<file path="src/rtl/south_bridge_ic.sv">
// Peripheral-window decoder with NUM_DEV device slots plus a controller slot that
// holds a registered interrupt controller (mask, level/edge mode, W1C clear, miss counter).
module south_bridge_ic #(
  parameter int          NUM_DEV = 6,
  parameter int          SLOT_W  = 8,
  parameter logic [31:0] BASE    = 32'h0000_7F00
) (
  input  logic                   clk,
  input  logic                   reset,
  input  logic [31:0]            Addr,
  input  logic [31:0]            WD,
  input  logic                   WE,
  output logic [31:0]            RD,
  output logic [NUM_DEV-1:0]     HWInt,
  output logic [SLOT_W-1:0]      DevAddr,
  output logic [31:0]            DevWD,
  output logic [NUM_DEV-1:0]     DevWE,
  input  logic [32*NUM_DEV-1:0]  DevRD,
  input  logic [NUM_DEV-1:0]     DevIRQ
);

  localparam int IDX_W = SLOT_W - 2;
  localparam logic [IDX_W-1:0] REG_STAT   = IDX_W'(32'd0);
  localparam logic [IDX_W-1:0] REG_MASK   = IDX_W'(32'd1);
  localparam logic [IDX_W-1:0] REG_MODE   = IDX_W'(32'd2);
  localparam logic [IDX_W-1:0] REG_CLR    = IDX_W'(32'd3);
  localparam logic [IDX_W-1:0] REG_ERRCNT = IDX_W'(32'd4);

  logic [31:0]        off_s;
  logic [31:0]        slot_s;
  logic [IDX_W-1:0]   reg_idx_s;
  logic               hit_s;
  logic               ctrl_s;
  logic               miss_we_s;
  logic               wr_mask_s;
  logic               wr_mode_s;
  logic               wr_clr_s;
  logic               wr_err_s;
  logic [NUM_DEV-1:0] clr_s;
  logic [NUM_DEV-1:0] rise_s;
  logic [NUM_DEV-1:0] pending_s;
  logic [31:0]        ctrl_rd_s;

  logic [NUM_DEV-1:0] irq_q, irq_d;
  logic [NUM_DEV-1:0] irq_qq_q, irq_qq_d;
  logic               init_q, init_d;
  logic [NUM_DEV-1:0] pend_q, pend_d;
  logic [NUM_DEV-1:0] mask_q, mask_d;
  logic [NUM_DEV-1:0] mode_q, mode_d;
  logic [15:0]        errcnt_q, errcnt_d;
  logic [NUM_DEV-1:0] hwint_q, hwint_d;

  assign off_s     = Addr - BASE;
  assign slot_s    = off_s >> SLOT_W;
  assign reg_idx_s = off_s[SLOT_W-1:2];
  assign hit_s     = (Addr >= BASE) && (slot_s <= 32'(NUM_DEV));
  assign ctrl_s    = hit_s && (slot_s == 32'(NUM_DEV));
  assign miss_we_s = WE && !hit_s;
  assign wr_mask_s = WE && ctrl_s && (reg_idx_s == REG_MASK);
  assign wr_mode_s = WE && ctrl_s && (reg_idx_s == REG_MODE);
  assign wr_clr_s  = WE && ctrl_s && (reg_idx_s == REG_CLR);
  assign wr_err_s  = WE && ctrl_s && (reg_idx_s == REG_ERRCNT);

  assign DevAddr = off_s[SLOT_W-1:0];
  assign DevWD   = WD;
  assign HWInt   = hwint_q;

  // One-hot device write strobes
  always_comb begin
    DevWE = {NUM_DEV{1'b0}};
    for (int i = 0; i < NUM_DEV; i++) begin
      DevWE[i] = WE && hit_s && (slot_s == 32'(i));
    end
  end

  // Controller register read mux
  always_comb begin
    ctrl_rd_s = 32'h0000_0000;
    case (reg_idx_s)
      REG_STAT:   ctrl_rd_s = 32'(pending_s);
      REG_MASK:   ctrl_rd_s = 32'(mask_q);
      REG_MODE:   ctrl_rd_s = 32'(mode_q);
      REG_ERRCNT: ctrl_rd_s = {16'h0000, errcnt_q};
      default:    ctrl_rd_s = 32'h0000_0000;
    endcase
  end

  // Bus read data: device slot, controller slot or zero on a miss
  always_comb begin
    RD = 32'h0000_0000;
    if (ctrl_s) begin
      RD = ctrl_rd_s;
    end else if (hit_s) begin
      for (int i = 0; i < NUM_DEV; i++) begin
        if (slot_s == 32'(i)) begin
          RD = DevRD[32*i +: 32];
        end else begin
          RD = RD;
        end
      end
    end else begin
      RD = 32'h0000_0000;
    end
  end

  // Interrupt and register next-state logic
  always_comb begin
    mask_d   = mask_q;
    mode_d   = mode_q;
    errcnt_d = errcnt_q;
    clr_s    = {NUM_DEV{1'b0}};
    init_d   = 1'b0;
    irq_d    = DevIRQ;
    // Right after reset the second stage copies the input so a held line is not an edge.
    if (init_q) begin
      irq_qq_d = DevIRQ;
    end else begin
      irq_qq_d = irq_q;
    end
    if (wr_mask_s) begin
      mask_d = WD[NUM_DEV-1:0];
    end else begin
      mask_d = mask_q;
    end
    if (wr_mode_s) begin
      mode_d = WD[NUM_DEV-1:0];
    end else begin
      mode_d = mode_q;
    end
    if (wr_clr_s) begin
      clr_s = WD[NUM_DEV-1:0];
    end else begin
      clr_s = {NUM_DEV{1'b0}};
    end
    if (wr_err_s) begin
      errcnt_d = 16'h0000;
    end else if (miss_we_s && (errcnt_q != 16'hFFFF)) begin
      errcnt_d = errcnt_q + 16'd1;
    end else begin
      errcnt_d = errcnt_q;
    end
    rise_s    = irq_q & ~irq_qq_q;
    pend_d    = ((pend_q & ~clr_s) | rise_s) & mode_d;
    pending_s = (mode_q & pend_q) | (~mode_q & irq_q);
    hwint_d   = pending_s & mask_q;
  end

  // State registers with synchronous reset
  always_ff @(posedge clk) begin
    if (reset) begin
      irq_q    <= {NUM_DEV{1'b0}};
      irq_qq_q <= {NUM_DEV{1'b0}};
      init_q   <= 1'b1;
      pend_q   <= {NUM_DEV{1'b0}};
      mask_q   <= {NUM_DEV{1'b1}};
      mode_q   <= {NUM_DEV{1'b0}};
      errcnt_q <= 16'h0000;
      hwint_q  <= {NUM_DEV{1'b0}};
    end else begin
      irq_q    <= irq_d;
      irq_qq_q <= irq_qq_d;
      init_q   <= init_d;
      pend_q   <= pend_d;
      mask_q   <= mask_d;
      mode_q   <= mode_d;
      errcnt_q <= errcnt_d;
      hwint_q  <= hwint_d;
    end
  end

endmodule
</file>
<file path="config.mk">
export PLATFORM = sky130hd
export DESIGN_NAME = south_bridge_ic
export DESIGN_NICKNAME = d
export VERILOG_FILES = /design/src/rtl/south_bridge_ic.sv
export SDC_FILE = /design/constraint.sdc
export NUM_CORES = 1
export LEC_CHECK = 0
export ABC_AREA = 1
export CORE_AREA = 2 2 134 136
export DETAILED_ROUTE_END_ITERATION = 7
export DIE_AREA = 0 0 136 138
export DONT_BUFFER_PORTS = 1
export GPL_TIMING_DRIVEN = 0
export PLACE_DENSITY = 0.58
export SLEW_MARGIN = 25
export SYNTH_ARGS = -nofsm -noshare
export SYNTH_HDL_FRONTEND = slang
export SYNTH_SLANG_ARGS = --single-unit
</file>
<file path="constraint.sdc">
create_clock -name clk -period 2.9 [get_ports clk]
set_input_delay 0.58 -clock clk [delete_from_list [all_inputs] [get_ports clk]]
set_output_delay 0.58 -clock clk [all_outputs]
set_load 0.05 [all_outputs]
</file>
Word-level counts from Yosys, hierarchy flattened
Cells that the tools add are included.
{"block": "totals", "elab_cells": 67, "out_inout_bits": 84, "register_bits": 53, "in_bits": 265}
{"block": "classes", "n_eq_ne": 11, "n_lt_le_gt_ge": 2, "bitwise": 11, "muxes": 13, "n_reduce_logical": 20, "add_sub_neg": 2}
{"operator": "$mux W32", "count": 8}
{"operator": "$eq A24 B3 Y1 const B", "count": 3}
{"operator": "$pmux W16 S4", "count": 1}
{"operator": "$eq A24 B2 Y1 const B", "count": 2}
{"operator": "$and A6 B6 Y6", "count": 6}
{"operator": "$ge A32 B15 Y1 const B", "count": 1}
{"operator": "$logic_not A32 Y1", "count": 1}
{"operator": "$sub A32 B15 Y32 const B", "count": 1}
{"operator": "$eq A24 B1 Y1 const B", "count": 1}
{"operator": "$le A24 B3 Y1 const B", "count": 1}
{"operator": "$mux W6", "count": 3}
{"operator": "$not A6 Y6", "count": 3}
{"operator": "$add A16 B1 Y16 const B", "count": 1}
{"operator": "$logic_and A1 B1 Y1", "count": 16}
{"operator": "$ne A16 B16 Y1 const B", "count": 1}
{"operator": "$eq A6 B2 Y1 const B", "count": 2}
{"operator": "$or A6 B6 Y6", "count": 2}
{"operator": "$eq A6 B1 Y1 const B", "count": 1}
{"operator": "$eq A6 B3 Y1 const B", "count": 1}
{"operator": "$logic_not A6 Y1", "count": 1}
{"operator": "$reduce_or A2 Y1", "count": 1}
{"operator": "$logic_not A1 Y1", "count": 1}
{"operator": "$mux W1", "count": 1}

Depth between registers and ports, before layout
{"block": "depth", "word_depth": 11, "ltp_mapped": 21, "mapped_depth_nobuf": 20}

Least setup slack after synthesis
OpenSTA, ideal clock, no wires.
{"block": "synth_path", "path_kind": "input to output", "start": "in Addr[8]", "end": "out RD[21]", "t_required_ns": 2.320, "slack_ns": -0.758, "cell_stages": 15, "path_buffers": 3, "arrival_ns": 3.078, "cell_sequence": "ha_1 > nand2_1 > inv_2 > a21oi_4 > nand2_1 > xor2_1 > nand3_2 > nor2_4 > buf_6 > nand2_4 > buf_6 > buf_2 > nand2_1 > nand2_1 > a21oi_1"}
{"block": "synth_via", "elab_chain_cells": 10, "word_cells_on_any_way": 20, "classes_between": "add/sub: 1; order compare: 2; eq/ne: 6; mux: 8; reduce/logical: 3"}
{"item": "start: declaration", "line_no": "10", "rtl": "input logic [31:0] Addr,"}
{"item": "$sub A32 B15 Y32", "line_no": "53", "rtl": "assign off_s = Addr - BASE;"}
{"item": "$logic_not A32 Y1", "line_no": "95", "rtl": "if (slot_s == 32'(i)) begin"}
{"item": "$mux W32 (6 in a row)", "line_no": "95"}
{"item": "$mux W32", "line_no": "93", "rtl": "end else if (hit_s) begin"}
{"item": "$mux W32 *", "line_no": "91", "rtl": "if (ctrl_s) begin"}
{"item": "end: declaration", "line_no": "13", "rtl": "output logic [31:0] RD,"}
Every way passes the cells marked *; elsewhere a longest branch is shown, timed or not.

Worst setup path in the final report
{"block": "layout_path", "start": "in Addr[8]", "end": "out RD[16]"}
The elaborated chain is that of the path after synthesis.

==> results.tsv <==
metric	value	unit
Worst path slowest cell	a21oi_4	
ratio of cells with drive above 1 in the final layout	24.0	%
count of yosys warnings during synthesis	0	
synth cell count leaders	nand2_1 (327), inv_1 (181), nor2_1 (116)	
clock skew	8.86	ps
Iter 0 DRT Violations	330	
Yosys cell types	39	
depth of the most critical reg-to-reg path	11	
start of the worst register-to-register path	errcnt_q[6]	
CTS tree	yes	
WL final	25800	um
FMAX	280	MHz
vias per inst	5.14	
arrival time at the worst endpoint	2990	ps
worst path bufs/invs	4	
CP Launch Type	input port	
Mapped Cells	1150	
RSZ-0062 raised after global routing	yes	
Die ar.	18800	sq um
Yosys top cell by area	nand2_1	
Ports	349	
worst skew pair latency	290	ps
failing checks	setup timing	
Yosys reg bits	53	
Crit Path Class	input port to primary output	
CTS Buffer Depth	2	
Post-synth EDFFs	0	
final core occ	45.5	%
Critical Path, Cell by Cell	ha_4 -> nand2_4 -> inv_4 -> a21oi_4 -> nand3_1 -> nand2_1 -> nand2_1 -> nor2_2 -> nand3_4 -> nor2_4 -> buf_12 -> buf_12 -> buf_8 -> nand3b_1 -> nand3_1 -> nand2_1 -> nand2_2 -> nand2_2 -> a21oi_4	
setup_tns	-21340	ps
initial antenna violation count	4	
CTS Buf Count	5	
Slew Viols, Final	0	
Detailed Routing Iterations Pass 1	5	
dominant synthesized flop cell	dfxtp_1	
Synth top area share	19.5	%
Seq/Total Area, Yosys	16.8	%
Starting Density	35.9	%
final worst slack	-669	ps
Hold Crit Start	reset	
first-pass GRT wire length	38000	um
vias	7249	
maximum vdd drop	0.309	mV
final hold vios	0	
crit end category	primary output	
Worst Max-Slew Pin Slew	739	ps
gpl congestion	0.931	
DP Wirelength	21200	um
hold path cells	0	
I/O Buffers	0	
asr flop ratio synth	0	%
Mean Syn Cell Area	5.48	sq um
Period Utilization, post-route	123	%
crit path time final	3570	ps
vias in the first global route	6891	
GRT Total Usage	26.0	%
Root Buffer	clkbuf_16	
WL/cell	18.3	um
Endpoint, Worst Hold	init_q	
clock sink total	53	
P&R area growth vs syn	26.6	%
crit-path max FO	7	
Static Leak	3.65	nW
gr ovfl total	0	
# setup viols final	38	
Post-Syn Area	6300	sq um
Die Y-Extent	138	um
largest delay contributor family on the critical path	simple AND/OR/NAND/NOR gates	
largest net degree at the start of global routing	18	
r2r endpoint	errcnt_q[5]	
std cell rows	49	
Hold Crit Class	input port to register	
Max H-tree Level	2	
R2R setup slack	570	ps
nets	1448	
drc violations	0	
outcome	complete, but fails checks	
Detail Route Antenna Nets	0	
Pwr Density	216	nW/um^2
relative slew slack	50.4	%
die width	136	um
top-count cell post-synth	nand2_1	
CP peak stage delay	420	ps
# Max-Cap Violations	0	
Core ar.	17500	sq um
CTS clock-pin slew for the worst setup and hold paths	70	ps
top cells by area, synth	nand2_1 (19%), dfxtp_1 (17%), inv_1 (11%)	
synthesized net count	1421	
most used cell, CP	nand2_1	
hold_ws	306	ps
Crit path required time	2320	ps
per-layer routing:
layer | up-vias | routed length, um | track usage (%)
met4 | 2 | 748 | 7.02
met1 | 3278 | 10400 | 31.3
met5 | - | 90 | 3.44
li1 | 3645 | - | -
met2 | 285 | 12400 | 45.1
met3 | 39 | 2190 | 6.71
sequential cells by signal (all words and copies together), names as in the netlist:
| name | count |
|---|---|
| HWInt | 6 |
| errcnt_q | 16 |
| init_q | 1 |
| irq_q | 6 |
| irq_qq_q | 6 |
| mask_q | 6 |
| mode_q | 6 |
| pend_q | 6 |
cell type report:
type                            instances  area (sq um)
Clock buffer                            6           139
Buffer                                 87           746
Antenna cell                            4          10.0
Timing Repair Buffer                   21           238
Fill cell                            1934          9560
Inverter                              189           726
Clock inverter                          2          16.3
Multi-Input combinational cell        820          4750
Sequential cell                        53          1060
Tap cell                              229           287
report_power, final:
| part | leakage, nW | switching (mW) | internal (mW) |
|---|---|---|---|
| registers | 0.432 | 0.0183 | 0.744 |
| clock network | 0.0735 | 0.278 | 0.347 |
| logic | 3.15 | 0.234 | 0.101 |
layout by cell type (no fill, tap or decap), drive strengths merged, types with 17 or more instances in the layout:
master  netlist  routed
inv         188     188
nor2        126     126
a21oi        42      42
nand3b       24      24
nand2       336     336
buf          65      90
clkbuf       23      24
nand3        75      75
dfxtp        53      53
o21ai       103     103
nor3         17      17
nand4        40      40
kinds of logic after synthesis:
kind of cell | share of synthesized area (%)
and+or+nand+nor | 47.1
buffers and inverters | 20.0
AOI/OAI and AO/OA | 13.2
DFF | 16.8
xor gates and xnor gates | 1.67
adders and majority gates | 1.19
metrics by stage:
stage	area, sq um	instances	power [mW]	setup WS (ps)
after floorplan	6730	1150	1.06	-271
after global placement	7010	1379	1.10	-1030
after detailed placement	7020	1379	1.10	-1030
after CTS	7680	1402	1.73	-645
after global routing	7970	1411	1.79	-777
final	7970	1411	1.72	-669
worst max-delay path by stage:
| stage | endpoint | start | cells after the start | slack, ps |
|---|---|---|---|---|
| after floorplan | RD[27] | Addr[8] | 17 | -270 |
| after global placement | RD[4] | Addr[8] | 16 | -1030 |
| after detailed placement | RD[16] | Addr[8] | 15 | -1030 |
| after global routing | RD[12] | Addr[19] | 19 | -780 |
| after CTS | RD[16] | Addr[8] | 19 | -650 |
| final | RD[16] | Addr[8] | 19 | -670 |
what timing repair did:
action,CTS,global route
resized for setup,104,84
pin swaps,38,41
setup endpoints to repair,38,48
gates cloned,3,1
setup buffers,13,5
hold buffers,0,0
Note: power is estimated with default switching activity, not from simulation.
